### src/rtl/wb_commit_queue_pkg.sv
// Shared widths and the commit entry type for the register-file write queue.
// WB_PC_BITS may be overridden on the command line to widen the traced pc.
`ifndef WB_PC_BITS
`define WB_PC_BITS 32
`endif

package wb_commit_queue_pkg;

    localparam int WB_AW  = 5;
    localparam int WB_DW  = 32;
    localparam int WB_PCW = `WB_PC_BITS;

    typedef struct packed {
        logic [WB_AW-1:0]  rd;
        logic [WB_DW-1:0]  data;
        logic [WB_PCW-1:0] pc;
    } wb_entry_t;

    // x0 is hardwired to zero, so writes to it are never kept
    function automatic logic rd_live(input logic [WB_AW-1:0] rd);
        return rd != '0;
    endfunction

endpackage

### src/rtl/wb_commit_queue_if.sv
// Producer, commit and bypass signals of the write-back commit queue.
// slave is the queue side; master is the side driving producers and lookups.
interface wb_commit_queue_if
    import wb_commit_queue_pkg::*;
#(
    parameter int DEPTH = 4,
    parameter int AW    = WB_AW,
    parameter int DW    = WB_DW,
    parameter int PCW   = WB_PCW
);
    localparam int CW = $clog2(DEPTH) + 1;

    logic           alu_valid;
    logic           alu_ready;
    logic [AW-1:0]  alu_rd;
    logic [DW-1:0]  alu_data;
    logic [PCW-1:0] alu_pc;

    logic           ld_valid;
    logic           ld_ready;
    logic [AW-1:0]  ld_rd;
    logic [DW-1:0]  ld_data;
    logic [PCW-1:0] ld_pc;

    logic           commit_hold;
    logic           rf_we;
    logic [AW-1:0]  rf_waddr;
    logic [DW-1:0]  rf_wdata;
    logic [PCW-1:0] rf_pc;

    logic [AW-1:0]  q_addr;
    logic           q_hit;
    logic [DW-1:0]  q_data;
    logic [CW-1:0]  pending;

    modport slave (
        input  alu_valid, alu_rd, alu_data, alu_pc,
        input  ld_valid, ld_rd, ld_data, ld_pc,
        input  commit_hold, q_addr,
        output alu_ready, ld_ready,
        output rf_we, rf_waddr, rf_wdata, rf_pc,
        output q_hit, q_data, pending
    );

    modport master (
        output alu_valid, alu_rd, alu_data, alu_pc,
        output ld_valid, ld_rd, ld_data, ld_pc,
        output commit_hold, q_addr,
        input  alu_ready, ld_ready,
        input  rf_we, rf_waddr, rf_wdata, rf_pc,
        input  q_hit, q_data, pending
    );

endinterface

### src/rtl/wb_commit_queue_bypass.sv
// Youngest-match search over the live FIFO entries for decode bypass.
// Entries are walked oldest to youngest so the last match wins.
module wb_bypass_match
    import wb_commit_queue_pkg::*;
#(
    parameter int DEPTH = 4,
    parameter int AW    = WB_AW,
    parameter int DW    = WB_DW,
    parameter int PW    = $clog2(DEPTH),
    parameter int CW    = PW + 1
) (
    input  logic [AW-1:0] i_rd   [DEPTH],
    input  logic [DW-1:0] i_data [DEPTH],
    input  logic [PW-1:0] i_rd_ptr,
    input  logic [CW-1:0] i_count,
    input  logic [AW-1:0] i_q_addr,
    output logic          o_hit,
    output logic [DW-1:0] o_data
);

    logic [PW-1:0] w_idx;

    always_comb begin
        o_hit  = 1'b0;
        o_data = '0;
        w_idx  = '0;
        for (int k = 0; k < DEPTH; k++) begin
            w_idx = i_rd_ptr + PW'(k);
            if ((CW'(k) < i_count) &&
                (i_q_addr != '0) &&
                (i_rd[w_idx] == i_q_addr)) begin
                o_hit  = 1'b1;
                o_data = i_data[w_idx];
            end
        end
    end

endmodule

### src/rtl/wb_commit_queue.sv
// In-order commit queue in front of the register-file write port.
// Define COMMIT_TRACE_EN to print each commit on the register-file edge.
module wb_commit_queue
    import wb_commit_queue_pkg::*;
#(
    parameter int DEPTH = 4,
    parameter int AW    = WB_AW,
    parameter int DW    = WB_DW,
    parameter int PCW   = WB_PCW
) (
    input logic            clk,
    input logic            rst,
    wb_commit_queue_if.slave bus
);

    localparam int PW = $clog2(DEPTH);
    localparam int CW = PW + 1;

    wb_entry_t     r_mem [DEPTH];
    logic [PW-1:0] r_wr_ptr;
    logic [PW-1:0] r_rd_ptr;
    logic [CW-1:0] r_count;
    logic          r_live;

    logic          w_full;
    logic          w_empty;
    logic          w_ld_rdy;
    logic          w_alu_rdy;
    logic          w_ld_acc;
    logic          w_alu_acc;
    logic          w_push;
    logic          w_pop;
    wb_entry_t     w_in;
    wb_entry_t     w_head;
    logic [AW-1:0] w_rd   [DEPTH];
    logic [DW-1:0] w_data [DEPTH];

    assign w_full  = r_count == CW'(DEPTH);
    assign w_empty = r_count == '0;

    // Readiness is held low until the first edge after reset releases
    assign w_ld_rdy  = r_live && !w_full;
    assign w_alu_rdy = r_live && !w_full && !bus.ld_valid;
    assign w_ld_acc  = bus.ld_valid && w_ld_rdy;
    assign w_alu_acc = bus.alu_valid && w_alu_rdy;

    always_comb begin
        w_in = '0;
        unique case (1'b1)
            w_ld_acc: begin
                w_in.rd   = bus.ld_rd;
                w_in.data = bus.ld_data;
                w_in.pc   = bus.ld_pc;
            end
            w_alu_acc: begin
                w_in.rd   = bus.alu_rd;
                w_in.data = bus.alu_data;
                w_in.pc   = bus.alu_pc;
            end
            default: ;
        endcase
    end

    assign w_push = (w_ld_acc || w_alu_acc) && rd_live(w_in.rd);
    assign w_head = r_mem[r_rd_ptr];
    assign w_pop  = !w_empty && !bus.commit_hold;

    always_ff @(posedge clk or posedge rst) begin
        if (rst) begin
            r_wr_ptr <= '0;
            r_rd_ptr <= '0;
            r_count  <= '0;
            r_live   <= 1'b0;
        end else begin
            r_live <= 1'b1;
            if (w_push)
                r_wr_ptr <= r_wr_ptr + 1'b1;
            if (w_pop)
                r_rd_ptr <= r_rd_ptr + 1'b1;
            r_count <= r_count + CW'(w_push) - CW'(w_pop);
        end
    end

    always_ff @(posedge clk) begin
        if (w_push)
            r_mem[r_wr_ptr] <= w_in;
    end

    for (genvar g = 0; g < DEPTH; g++) begin : g_flat
        assign w_rd[g]   = r_mem[g].rd;
        assign w_data[g] = r_mem[g].data;
    end

    wb_bypass_match #(
        .DEPTH (DEPTH),
        .AW    (AW),
        .DW    (DW)
    ) u_bypass (
        .i_rd     (w_rd),
        .i_data   (w_data),
        .i_rd_ptr (r_rd_ptr),
        .i_count  (r_count),
        .i_q_addr (bus.q_addr),
        .o_hit    (bus.q_hit),
        .o_data   (bus.q_data)
    );

    assign bus.alu_ready = w_alu_rdy;
    assign bus.ld_ready  = w_ld_rdy;
    assign bus.rf_we     = w_pop;
    assign bus.rf_waddr  = w_empty ? '0 : w_head.rd;
    assign bus.rf_wdata  = w_empty ? '0 : w_head.data;
    assign bus.rf_pc     = w_empty ? '0 : w_head.pc;
    assign bus.pending   = r_count;

`ifdef COMMIT_TRACE_EN
    always @(negedge clk) begin
        if (bus.rf_we)
            $display("pc = %h: x%d = %h",
                     bus.rf_pc, bus.rf_waddr, bus.rf_wdata);
    end
`else
`endif

endmodule
### src/flat_wrapper.sv
// flat-port wrapper written by rule: the top's interface ports become plain ports
module wb_commit_queue_flat import wb_commit_queue_pkg::*;
#(
    parameter int DEPTH = 4,
    parameter int AW    = WB_AW,
    parameter int DW    = WB_DW,
    parameter int PCW   = WB_PCW
)
  (clk, rst, bus_alu_valid, bus_alu_rd, bus_alu_data, bus_alu_pc, bus_ld_valid, bus_ld_rd, bus_ld_data, bus_ld_pc, bus_commit_hold, bus_q_addr, bus_alu_ready, bus_ld_ready, bus_rf_we, bus_rf_waddr, bus_rf_wdata, bus_rf_pc, bus_q_hit, bus_q_data, bus_pending);
  wb_commit_queue_if #(.DEPTH(DEPTH), .AW(AW), .DW(DW), .PCW(PCW)) bus_i ();
  input logic clk;
  input logic rst;
  input wire logic [$bits(bus_i.alu_valid)-1:0] bus_alu_valid;
  input wire logic [$bits(bus_i.alu_rd)-1:0] bus_alu_rd;
  input wire logic [$bits(bus_i.alu_data)-1:0] bus_alu_data;
  input wire logic [$bits(bus_i.alu_pc)-1:0] bus_alu_pc;
  input wire logic [$bits(bus_i.ld_valid)-1:0] bus_ld_valid;
  input wire logic [$bits(bus_i.ld_rd)-1:0] bus_ld_rd;
  input wire logic [$bits(bus_i.ld_data)-1:0] bus_ld_data;
  input wire logic [$bits(bus_i.ld_pc)-1:0] bus_ld_pc;
  input wire logic [$bits(bus_i.commit_hold)-1:0] bus_commit_hold;
  input wire logic [$bits(bus_i.q_addr)-1:0] bus_q_addr;
  output wire logic [$bits(bus_i.alu_ready)-1:0] bus_alu_ready;
  output wire logic [$bits(bus_i.ld_ready)-1:0] bus_ld_ready;
  output wire logic [$bits(bus_i.rf_we)-1:0] bus_rf_we;
  output wire logic [$bits(bus_i.rf_waddr)-1:0] bus_rf_waddr;
  output wire logic [$bits(bus_i.rf_wdata)-1:0] bus_rf_wdata;
  output wire logic [$bits(bus_i.rf_pc)-1:0] bus_rf_pc;
  output wire logic [$bits(bus_i.q_hit)-1:0] bus_q_hit;
  output wire logic [$bits(bus_i.q_data)-1:0] bus_q_data;
  output wire logic [$bits(bus_i.pending)-1:0] bus_pending;
  assign bus_i.alu_valid = bus_alu_valid;
  assign bus_i.alu_rd = bus_alu_rd;
  assign bus_i.alu_data = bus_alu_data;
  assign bus_i.alu_pc = bus_alu_pc;
  assign bus_i.ld_valid = bus_ld_valid;
  assign bus_i.ld_rd = bus_ld_rd;
  assign bus_i.ld_data = bus_ld_data;
  assign bus_i.ld_pc = bus_ld_pc;
  assign bus_i.commit_hold = bus_commit_hold;
  assign bus_i.q_addr = bus_q_addr;
  assign bus_alu_ready = bus_i.alu_ready;
  assign bus_ld_ready = bus_i.ld_ready;
  assign bus_rf_we = bus_i.rf_we;
  assign bus_rf_waddr = bus_i.rf_waddr;
  assign bus_rf_wdata = bus_i.rf_wdata;
  assign bus_rf_pc = bus_i.rf_pc;
  assign bus_q_hit = bus_i.q_hit;
  assign bus_q_data = bus_i.q_data;
  assign bus_pending = bus_i.pending;
  wb_commit_queue #(.DEPTH(DEPTH), .AW(AW), .DW(DW), .PCW(PCW)) u_core (.clk(clk), .rst(rst), .bus(bus_i));
endmodule
### config.mk
export PLATFORM = sky130hd
export DESIGN_NAME = wb_commit_queue_flat
export DESIGN_NICKNAME = d
export VERILOG_FILES = /design/src/rtl/wb_commit_queue_pkg.sv /design/src/rtl/wb_commit_queue_if.sv /design/src/rtl/wb_commit_queue_bypass.sv /design/src/rtl/wb_commit_queue.sv /design/src/flat_wrapper.sv
export SDC_FILE = /design/constraint.sdc
export NUM_CORES = 1
export LEC_CHECK = 0
export ABC_AREA = 1
export BUFFER_PORTS_ARGS = -buffer_cell sky130_fd_sc_hd__buf_2
export CAP_MARGIN = 30
export CORE_MARGIN = 4
export CORE_UTILIZATION = 30
export DETAILED_ROUTE_END_ITERATION = 7
export SYNTH_ARGS = -nofsm -noshare
export SYNTH_HDL_FRONTEND = slang
export SYNTH_SLANG_ARGS = --single-unit
### constraint.sdc
create_clock -name clk -period 5.8 [get_ports clk]
set_input_delay 0.58 -clock clk [delete_from_list [all_inputs] [get_ports clk]]
set_output_delay 0.58 -clock clk [all_outputs]
set_load 0.05 [all_outputs]
Yosys cells after proc, flatten, opt, wreduce, memory -nomap -nowiden
Memories as Yosys holds them, arrays and structs flattened. Index checks and enable logic that the tools add are counted.

Flip-flop bits (word level): 8. Bits in writable memories: 276. Input port bits: 148. Output and inout bits: 108. Word-level logic and storage cells: 88. Memories: 1.

Add/sub/neg operators: 6. Order comparisons: 8. Eq/ne operators: 5. Multiplexer cells: 38. Bitwise operators: 4. Reduce and logical (&&, ||, !) cells: 22.

Memories: u_core.r_mem (depth 4, width 69, read ports 5, clocked after Yosys merged registers in 0, write ports 1, line wb_commit_queue.sv:19) `wb_entry_t r_mem [DEPTH];`.

Operator list (number): two-way mux 32 bit (14); binary-select mux 32 bit (select 2 bit) (4); case mux 69 bit (2 select lines) (1); two-way mux 5 bit (9); binary-select mux 5 bit (select 2 bit) (4); == test 5 bit (4); logical AND 1 bit (14); greater-or-equal comparator 3 bit (second input constant) (4); inverter 2 -> 3 bit (4); nonzero test 5 bit (2); < comparator 1 x 3 -> 1 bit (first input constant) (2); < comparator 2 x 3 -> 1 bit (first input constant) (2); two-way mux 1 bit (6); adder 2 x 1 -> 2 bit (second input constant) (2); adder 2 bit (second input constant) (2); zero test 1 bit (4); adder 3 x 1 -> 3 bit (1); == test 3 bit (second input constant) (1); zero test 3 bit (1); subtractor 3 x 1 -> 3 bit (1); logical OR 1 bit (1).

Depth between registers and ports, before layout
Gate-level depths: netlist of run 1.

Depth in word-level cells: 10. Gate-level depth with buffers: 16.

Cells and area by module
A second synthesis of run 1 with hierarchy kept.

Cell total of the unflattened synthesis: 2021. Area, all modules: 17125.2 um^2.

By module, submodules not included: wb_commit_queue (instances 1, cells an instance 982, area an instance 12124.1 um^2, sequential area each 8488.1 um^2); wb_bypass_match (instances 1, cells an instance 1039, area an instance 5001.0 um^2, sequential area each 0.0 um^2).

Worst setup path after synthesis of run 1
OpenSTA, ideal clock, no wires.

Path type: register to register. Start: register u_core.r_count[1] (netlist: u_core.bus.pending[1]). End: memory u_core.r_mem[0][0] (netlist name) (enable). Setup time: 0.496 ns. Arrival time: 4.799 ns. Slack: 0.505 ns. Stages on the path, launching flop included: 10. Period minus slack after synthesis: 5.295 ns. Cells stage by stage: dfrtp_1 -> inv_1 -> nand3_1 -> nand2_1 -> nor3_1 -> a22o_1 -> nor2_1 -> nand2_1 -> inv_1 -> nor2_1.

RTL lines: start: declaration (line wb_commit_queue.sv:22) `logic [CW-1:0] r_count;`; start signal: assignment (line wb_commit_queue.sv:80) `r_count <= r_count + CW'(w_push) - CW'(w_pop);`; end: declaration (line wb_commit_queue.sv:19).

Worst setup path after layout of run 1
Start: register u_core.r_rd_ptr[0]. End: output port bus_q_data[5].

Longest elaborated chain between the ends: 10. Elaborated cells between the ends (all ways): 43. Classes of those cells: add/sub: 3; eq/ne: 4; mux: 28; bitwise: 4; reduce/logical: 4.

RTL lines: start: declaration (line wb_commit_queue.sv:21) `logic [PW-1:0] r_rd_ptr;`; start signal: assignment (line wb_commit_queue.sv:79) `r_rd_ptr <= r_rd_ptr + 1'b1;`; adder 2 x 1 -> 2 bit / inverter 2 -> 3 bit (equally long branches) (line wb_commit_queue_bypass.sv:28, wb_commit_queue_bypass.sv:31, wb_commit_queue_bypass.sv:33); inverter 2 -> 3 bit (not written as such) / binary-select mux 5 bit (select 2 bit) (equally long branches) (line wb_commit_queue_bypass.sv:31, wb_commit_queue_bypass.sv:33); binary-select mux 5 bit (select 2 bit) / two-way mux 5 bit (equally long branches) (line wb_commit_queue_bypass.sv:31) `(i_rd[w_idx] == i_q_addr)) begin`; two-way mux 5 bit (not written as such) (line wb_commit_queue_bypass.sv:31); two-way mux 5 bit (not written as such) / == test 5 bit (equally long branches) (line wb_commit_queue_bypass.sv:31); == test 5 bit / logical AND 1 bit (equally long branches) (line wb_commit_queue_bypass.sv:31, wb_commit_queue_bypass.sv:30); logical AND 1 bit / two-way mux 32 bit (equally long branches) (line wb_commit_queue_bypass.sv:30, wb_commit_queue_bypass.sv:29); two-way mux 32 bit (2 in series) (line wb_commit_queue_bypass.sv:29) `if ((CW'(k) < i_count) &&`; two-way mux 32 bit (*) (line wb_commit_queue_bypass.sv:29); end: declaration (line flat_wrapper.sv:30) `output wire logic [$bits(bus_i.q_data)-1:0] bus_q_data;`.

Mark *: on every way between the ends. The rest lies on a longest branch, timed or not. The select of a mux whose other input is x is not followed.

==> results of run 1 <==
==> final cells by class <==
type | instances | area, um2
inverters | 72 | 275
fillers | 5060 | 32000
clock buffers | 32 | 779
multi-input cells | 1174 | 6170
repair buffers | 290 | 1610
well taps | 672 | 841
flip-flops and latches | 284 | 8490
clock inverters | 25 | 272
==> kinds of logic (layout without fill, tap and decap cells) <==
kind of cell    after synthesis  in the layout  share of synthesized area (%)
xor+xnor                      4              4                          0.227
flops                       284            284                           55.0
fa+ha+maj                     9              9                          0.778
compound gates              337            337                           13.9
simple gates                759            759                           20.3
buf+inv                     199            419                           5.67
other cells                   1              1                         0.0243
mux                          64             64                           4.15
==> sequential cells by signal, indices dropped and copies added, names as in the netlist <==
register / count
u_core.r_mem: 276
u_core.bus.pending: 3
u_core.r_rd_ptr: 2
u_core.r_wr_ptr: 2
u_core.r_live: 1
==> critical path, stage by stage (launching register included) <==
cell	delay (ns)
dfrtp_4	0.60
buf_4	0.60
nand2_1	0.10
nand2_1	0.39
o21ai_0	0.20
nand2_1	0.09
nand2_1	0.05
nor2_1	0.10
nand2_1	0.09
nor2_4	0.64
buf_12	0.27
o211ai_1	0.10
nand2_1	0.13
buf_2	0.27
==> synth_stat cells (15+ instances only) <==
| master | count | share of area (%) |
|---|---|---|
| nand2_1 | 427 | 10 |
| edfxtp_1 | 276 | 54 |
| buf_1 | 15 | 0.36 |
| o21ai_1 | 21 | 0.68 |
| a22o_1 | 66 | 3.7 |
| mux2i_1 | 64 | 4.1 |
| a31oi_1 | 32 | 1.3 |
| buf_2 | 40 | 1.3 |
| o211ai_1 | 35 | 1.7 |
| inv_1 | 70 | 1.7 |
| a22oi_1 | 33 | 1.6 |
| nor2_1 | 156 | 3.8 |
| nand3_1 | 134 | 4.3 |
| nand4_1 | 30 | 1.2 |
| clkbuf_1 | 54 | 1.3 |
| o21ai_0 | 146 | 4.7 |
| buf_4 | 15 | 0.73 |
==> layer usage <==
metal / share of wire (%) / vias up / GRT usage [%]
met3: 6.3 / 69 / 2.69
met5: 0 / - / 0
met4: 2.1 / 0 / 4.15
met2: 48 / 422 / 28.0
li1: - / 6267 / -
met1: 43 / 6104 / 21.0
==> final timing paths <==
path                                       end  slack (ns)                   from
hold / removal             u_core.r_mem[2][13]        0.37         bus_alu_pc[13]
setup reg to reg            u_core.r_mem[0][2]        2.25  u_core.bus.pending[1]
max in group asynchronous   u_core.r_rd_ptr[0]        5.03                    rst
hold reg to reg             u_core.r_wr_ptr[0]        0.54     u_core.r_wr_ptr[0]
min in group asynchronous        u_core.r_live        0.50                    rst
setup / recovery                 bus_q_data[5]        0.97     u_core.r_rd_ptr[0]
==> metrics by stage <==
stage               area [um2]  hold slack (ns)  worst slack [ns]  instances  utilization [%]
CTS                      18400            0.339             0.929       2549             36.5
global route             18400            0.364             0.626       2549             36.5
global placement         17300            0.514              1.62       2489             34.3
detailed placement       17400            0.541              1.57       2491             34.4
floorplan                15400            0.396             0.505       1657                -
finish                   18400            0.375             0.966       2549             36.5
==> impl_metrics.csv, run 1 <==
group,metric,value,unit
run_status,status,"complete, no violations",
clock_tree,cts_root_buf,"clkbuf_16",
floorplanning,die_w,235,um
finish,layout_commonest_cell,"nand2_1",
clock_tree,cts_tree,"built",
floorplanning,ios,256,
finish,fin_nets,2010,
synth,synth-seq-cells,284,
synth,syn_area,15400,um2
clock_tree,cts_resized,0,
clock_tree,cts_buffers,31,
setup_path,path_class,"flip-flop to output pin",
floorplanning,core,50500,um2
finish,n_antenna_cell,0,
min_path,hold_depth,2,
grt,grt_antenna_before_repair,0,
synth,ys_types,33,
detailed_routing,first_iter_violations,797,
detailed_routing,vias,12862,
min_path,hp-class,"primary input to flip-flop",
clock_tree,cts_buffer_depth,3,
finish,drive_above_1_share,19.1,%
sta,finalHoldViolCount,0,
sta,slew_headroom,31.7,%
sta,grt_setup_unrepaired,"false",
grt,grt_pass1_vias,12556,
placed_design,port_buffers,255,
sta,worst_pin_slew,1.02,ns
clock_tree,cts_hold_buf,1,
clock_tree,cts_htree_levels,1,
grt,grt-ovfl-total,0,
detailed_routing,first_pass_iters,5,
clock_tree,numClockSinks,284,
detailed_routing,drt-total-wl,46.7,mm
synth,synth_top_flop_cell,"edfxtp_1",
finish,area_growth,19.4,%
sta,slew_viol_final,0,
run,maxCapViolations,0,
finish,final_cell_mix,"426 x nand2_1, 276 x edfxtp_1, 255 x buf_2, 150 x nor2_1, 146 x o21ai_0",
floorplanning,die_height,235,um
detailed_routing,ant_nets,0,
synth,async_reset_ff_share,2.82,%
grt,grt_usage,16.1,%
setup_path,cp-end-kind,"output pin",
setup_path,crit_fanout,54,
synth,avgSynthCellArea,9.32,um2
detailed_routing,routed_via_density,5.05,
sta,clock.fmax,207,MHz
sta,setup_viol,0,
sta,finalCritPeriodShare,83.3,%
placed_design,place_hpwl,30.8,mm
sta,min_period,4.83,ns
detailed_routing,wl_per_cell,18.3,um
sta,fin_setup_tns,0,ns
clock_tree,path_clk_slew,0.06,ns
detailed_routing,drc_errors,0,
floorplanning,rows,82,
grt,grt_max_degree,89,
sta,finClkSkew,0.0119,ns
setup_path,reg2regPathDepth,11,
clock_tree,clkLatencyLatePin,0.57,ns
placed_design,gp_congestion,0.854,
floorplanning,die_area,55200,um2
setup_path,cp.arrival,4.25,ns
setup_path,cp-start-kind,"flip-flop",
synth,yosysWarningCount,0,
setup_path,crit_required,5.22,ns
synth,ys_seq_area_share,55.0,%
synth,synth.net_count,1814,
synth,syn-instance-count,1657,
synth,synth_edf_count,276,
clock_tree,postCtsSetupRepairBufs,0,
grt,grt_pass1_wl,71.4,mm
floorplanning,initial_utilization,30.6,%
Power of run 1 is not shown: default switching activity piles up to over one toggle a cycle in this logic, so the estimate is an artifact.
==> inputs of run 2 (changes only) <==
- clock period: 5.8 -> 5 ns (I/O delays scaled with it)
==> run 2 against run 1 <==
Compared with the run above:
- setup slack worse by 0.51 ns
- die area stayed put
- critical endpoint is now bus_q_data[24]
- clock-buffer cell count is 10 higher
==> impl_metrics.csv, run 2 (synthesis results as in run 1) <==
group,metric,value,unit
run_status,status,"complete, no violations",
detailed_routing,drc_errors,0,
setup_path,rrSetupSlack,1.73,ns
setup_path,cp-startpoint,"u_core.r_rd_ptr[0]",
finish,instances_no_fill,2550,
setup_path,path_common_cell,"nand2_1",
finish,regArea,8490,um2
setup_path,crit_path_cell_trace,"buf_4 -> nand2_1 -> nand2_4 -> buf_4 -> nand2_1 -> nand3_1 -> nand2_1 -> nor2_4 -> buf_4 -> nand4_1 -> nand3_1 -> nand2_1 -> nand2_1 -> buf_2",
sta,slew_headroom,37.7,%
detailed_routing,wl_per_cell,18.4,um
sta,finalCritPeriodShare,90.8,%
sta,setup_viol,0,
setup_path,timing.rr.end,"u_core.r_mem[3][21]",
finish,layout_commonest_cell,"nand2_1",
clock_tree,cts_buffer_depth,3,
floorplanning,ios,256,
placed_design,place_hpwl,30.1,mm
detailed_routing,routed_via_density,5.06,
sta,clock.fmax,220,MHz
setup_path,cp-end-kind,"output pin",
clock_tree,clkLatencyLatePin,0.58,ns
clock_tree,cts_tree,"built",
placed_design,port_buffers,255,
grt,grt_usage,16.1,%
placed_design,dp.cells,2487,
setup_path,crit_required,4.50,ns
setup_path,max_stage_delay,0.63,ns
grt,grt_max_degree,78,
sta,finClkSkew,0.0186,ns
setup_path,r2r_start,"u_core.bus.pending[1]",
setup_path,cp.arrival,4.04,ns
finish,area_growth,19.1,%
detailed_routing,first_pass_iters,6,
clock_tree,cts_htree_levels,1,
finish,fin_nets,2011,
placed_design,gp_congestion,0.813,
clock_tree,cts_root_buf,"clkbuf_16",
grt,grt_pass1_wl,71.1,mm
sta,worst_pin_slew,0.933,ns
finish,postLayoutCoreUtil,36.4,%
clock_tree,cts_buffers,31,
finish,largest_register_ffs,276,
setup_path,crit_fanout,59,
finish,fillerInstances,5102,
clock_tree,numClockSinks,284,
floorplanning,die_w,235,um
setup_path,reg2regPathDepth,11,
sta,slew_viol_final,0,
grt,grt_pass1_vias,12333,
setup_path,cp_num_buf_inv,4,
finish,final_cell_mix,"426 x nand2_1, 276 x edfxtp_1, 255 x buf_2, 147 x nor2_1, 146 x o21ai_0",
clock_tree,path_clk_slew,0.06,ns
min_path,hp-class,"primary input to flip-flop",
finish,n_antenna_cell,0,
floorplanning,rows,82,
setup_path,slowest_stage,"dfrtp_4",
finish,drive_above_1_share,19.1,%
setup_path,endpoint,"bus_q_data[24]",
sta,finalHoldViolCount,0,
floorplanning,die_area,55200,um2
run,maxCapViolations,0,
grt,grt-ovfl-total,0,
setup_path,cp-start-kind,"flip-flop",
floorplanning,core,50500,um2
sta,min_period,4.54,ns
sta,grt_setup_unrepaired,"false",
finish,regMostFlops,"u_core.r_mem",
grt,grt_antenna_before_repair,0,
floorplanning,initial_utilization,30.6,%
detailed_routing,first_iter_violations,888,
setup_path,path_class,"flip-flop to output pin",
setup_path,crit_family,"buffers and inverters",
finish,multi_input_area,6230,um2
detailed_routing,vias,12904,
detailed_routing,drt-total-wl,46.9,mm
detailed_routing,ant_nets,0,
floorplanning,die_height,235,um
setup_path,cp.depth,14,
run 2: worst min-delay path by stage:
stage                    from               endpoint  slack (ns)  depth (start not counted)
2_1_floorplan             rst  u_core.bus.pending[0]        0.32                          1
3_3_place_gp              rst          u_core.r_live        0.51                          2
3_5_place_dp              rst          u_core.r_live        0.52                          2
4_1_cts        bus_alu_pc[10]    u_core.r_mem[0][10]        0.26                          2
5_1_grt        bus_alu_pc[10]    u_core.r_mem[3][10]        0.28                          2
6_report       bus_alu_pc[10]    u_core.r_mem[0][10]        0.29                          2
run 2: layout make-up:
cell class,count,share of cell area (%)
Sequential cell,284,46.2
Multi-Input combinational cell,1177,33.9
Timing Repair Buffer,288,8.43
Clock buffer,42,4.66
Tap cell,672,4.57
Inverter,72,1.50
Clock inverter,15,0.810
run 2: timing repair:
action | 4_1_cts | 5_1_grt
endpoints found under the setup margin | 33 | 31
pin swaps | 2 | 2
hold endpoints to repair | 8 | 0
hold buffers | 1 | 0
gates resized for setup | 5 | 4
gates cloned | 2 | 1
setup buffers | 0 | 2
run 2: metrics by stage:
stage	hold slack, ns	setup TNS (ns)	instance area (um2)	worst slack (ns)
after floorplan	0.316	-81.52	15400	-0.295
after global placement	0.507	0	17300	0.437
after detailed placement	0.518	0	17300	0.309
after CTS	0.263	0	18300	0.0470
after global routing	0.285	0	18400	0.0769
final	0.291	0	18400	0.458
run 2: routing by layer:
metal	vias up	share of wire, %	track usage [%]
li1	6280	-	-
met1	6033	43	20.6
met2	504	48	27.3
met3	87	6.4	2.88
met4	0	2.8	5.91
met5	-	0	0
Power of run 2 is left out for the same reason.
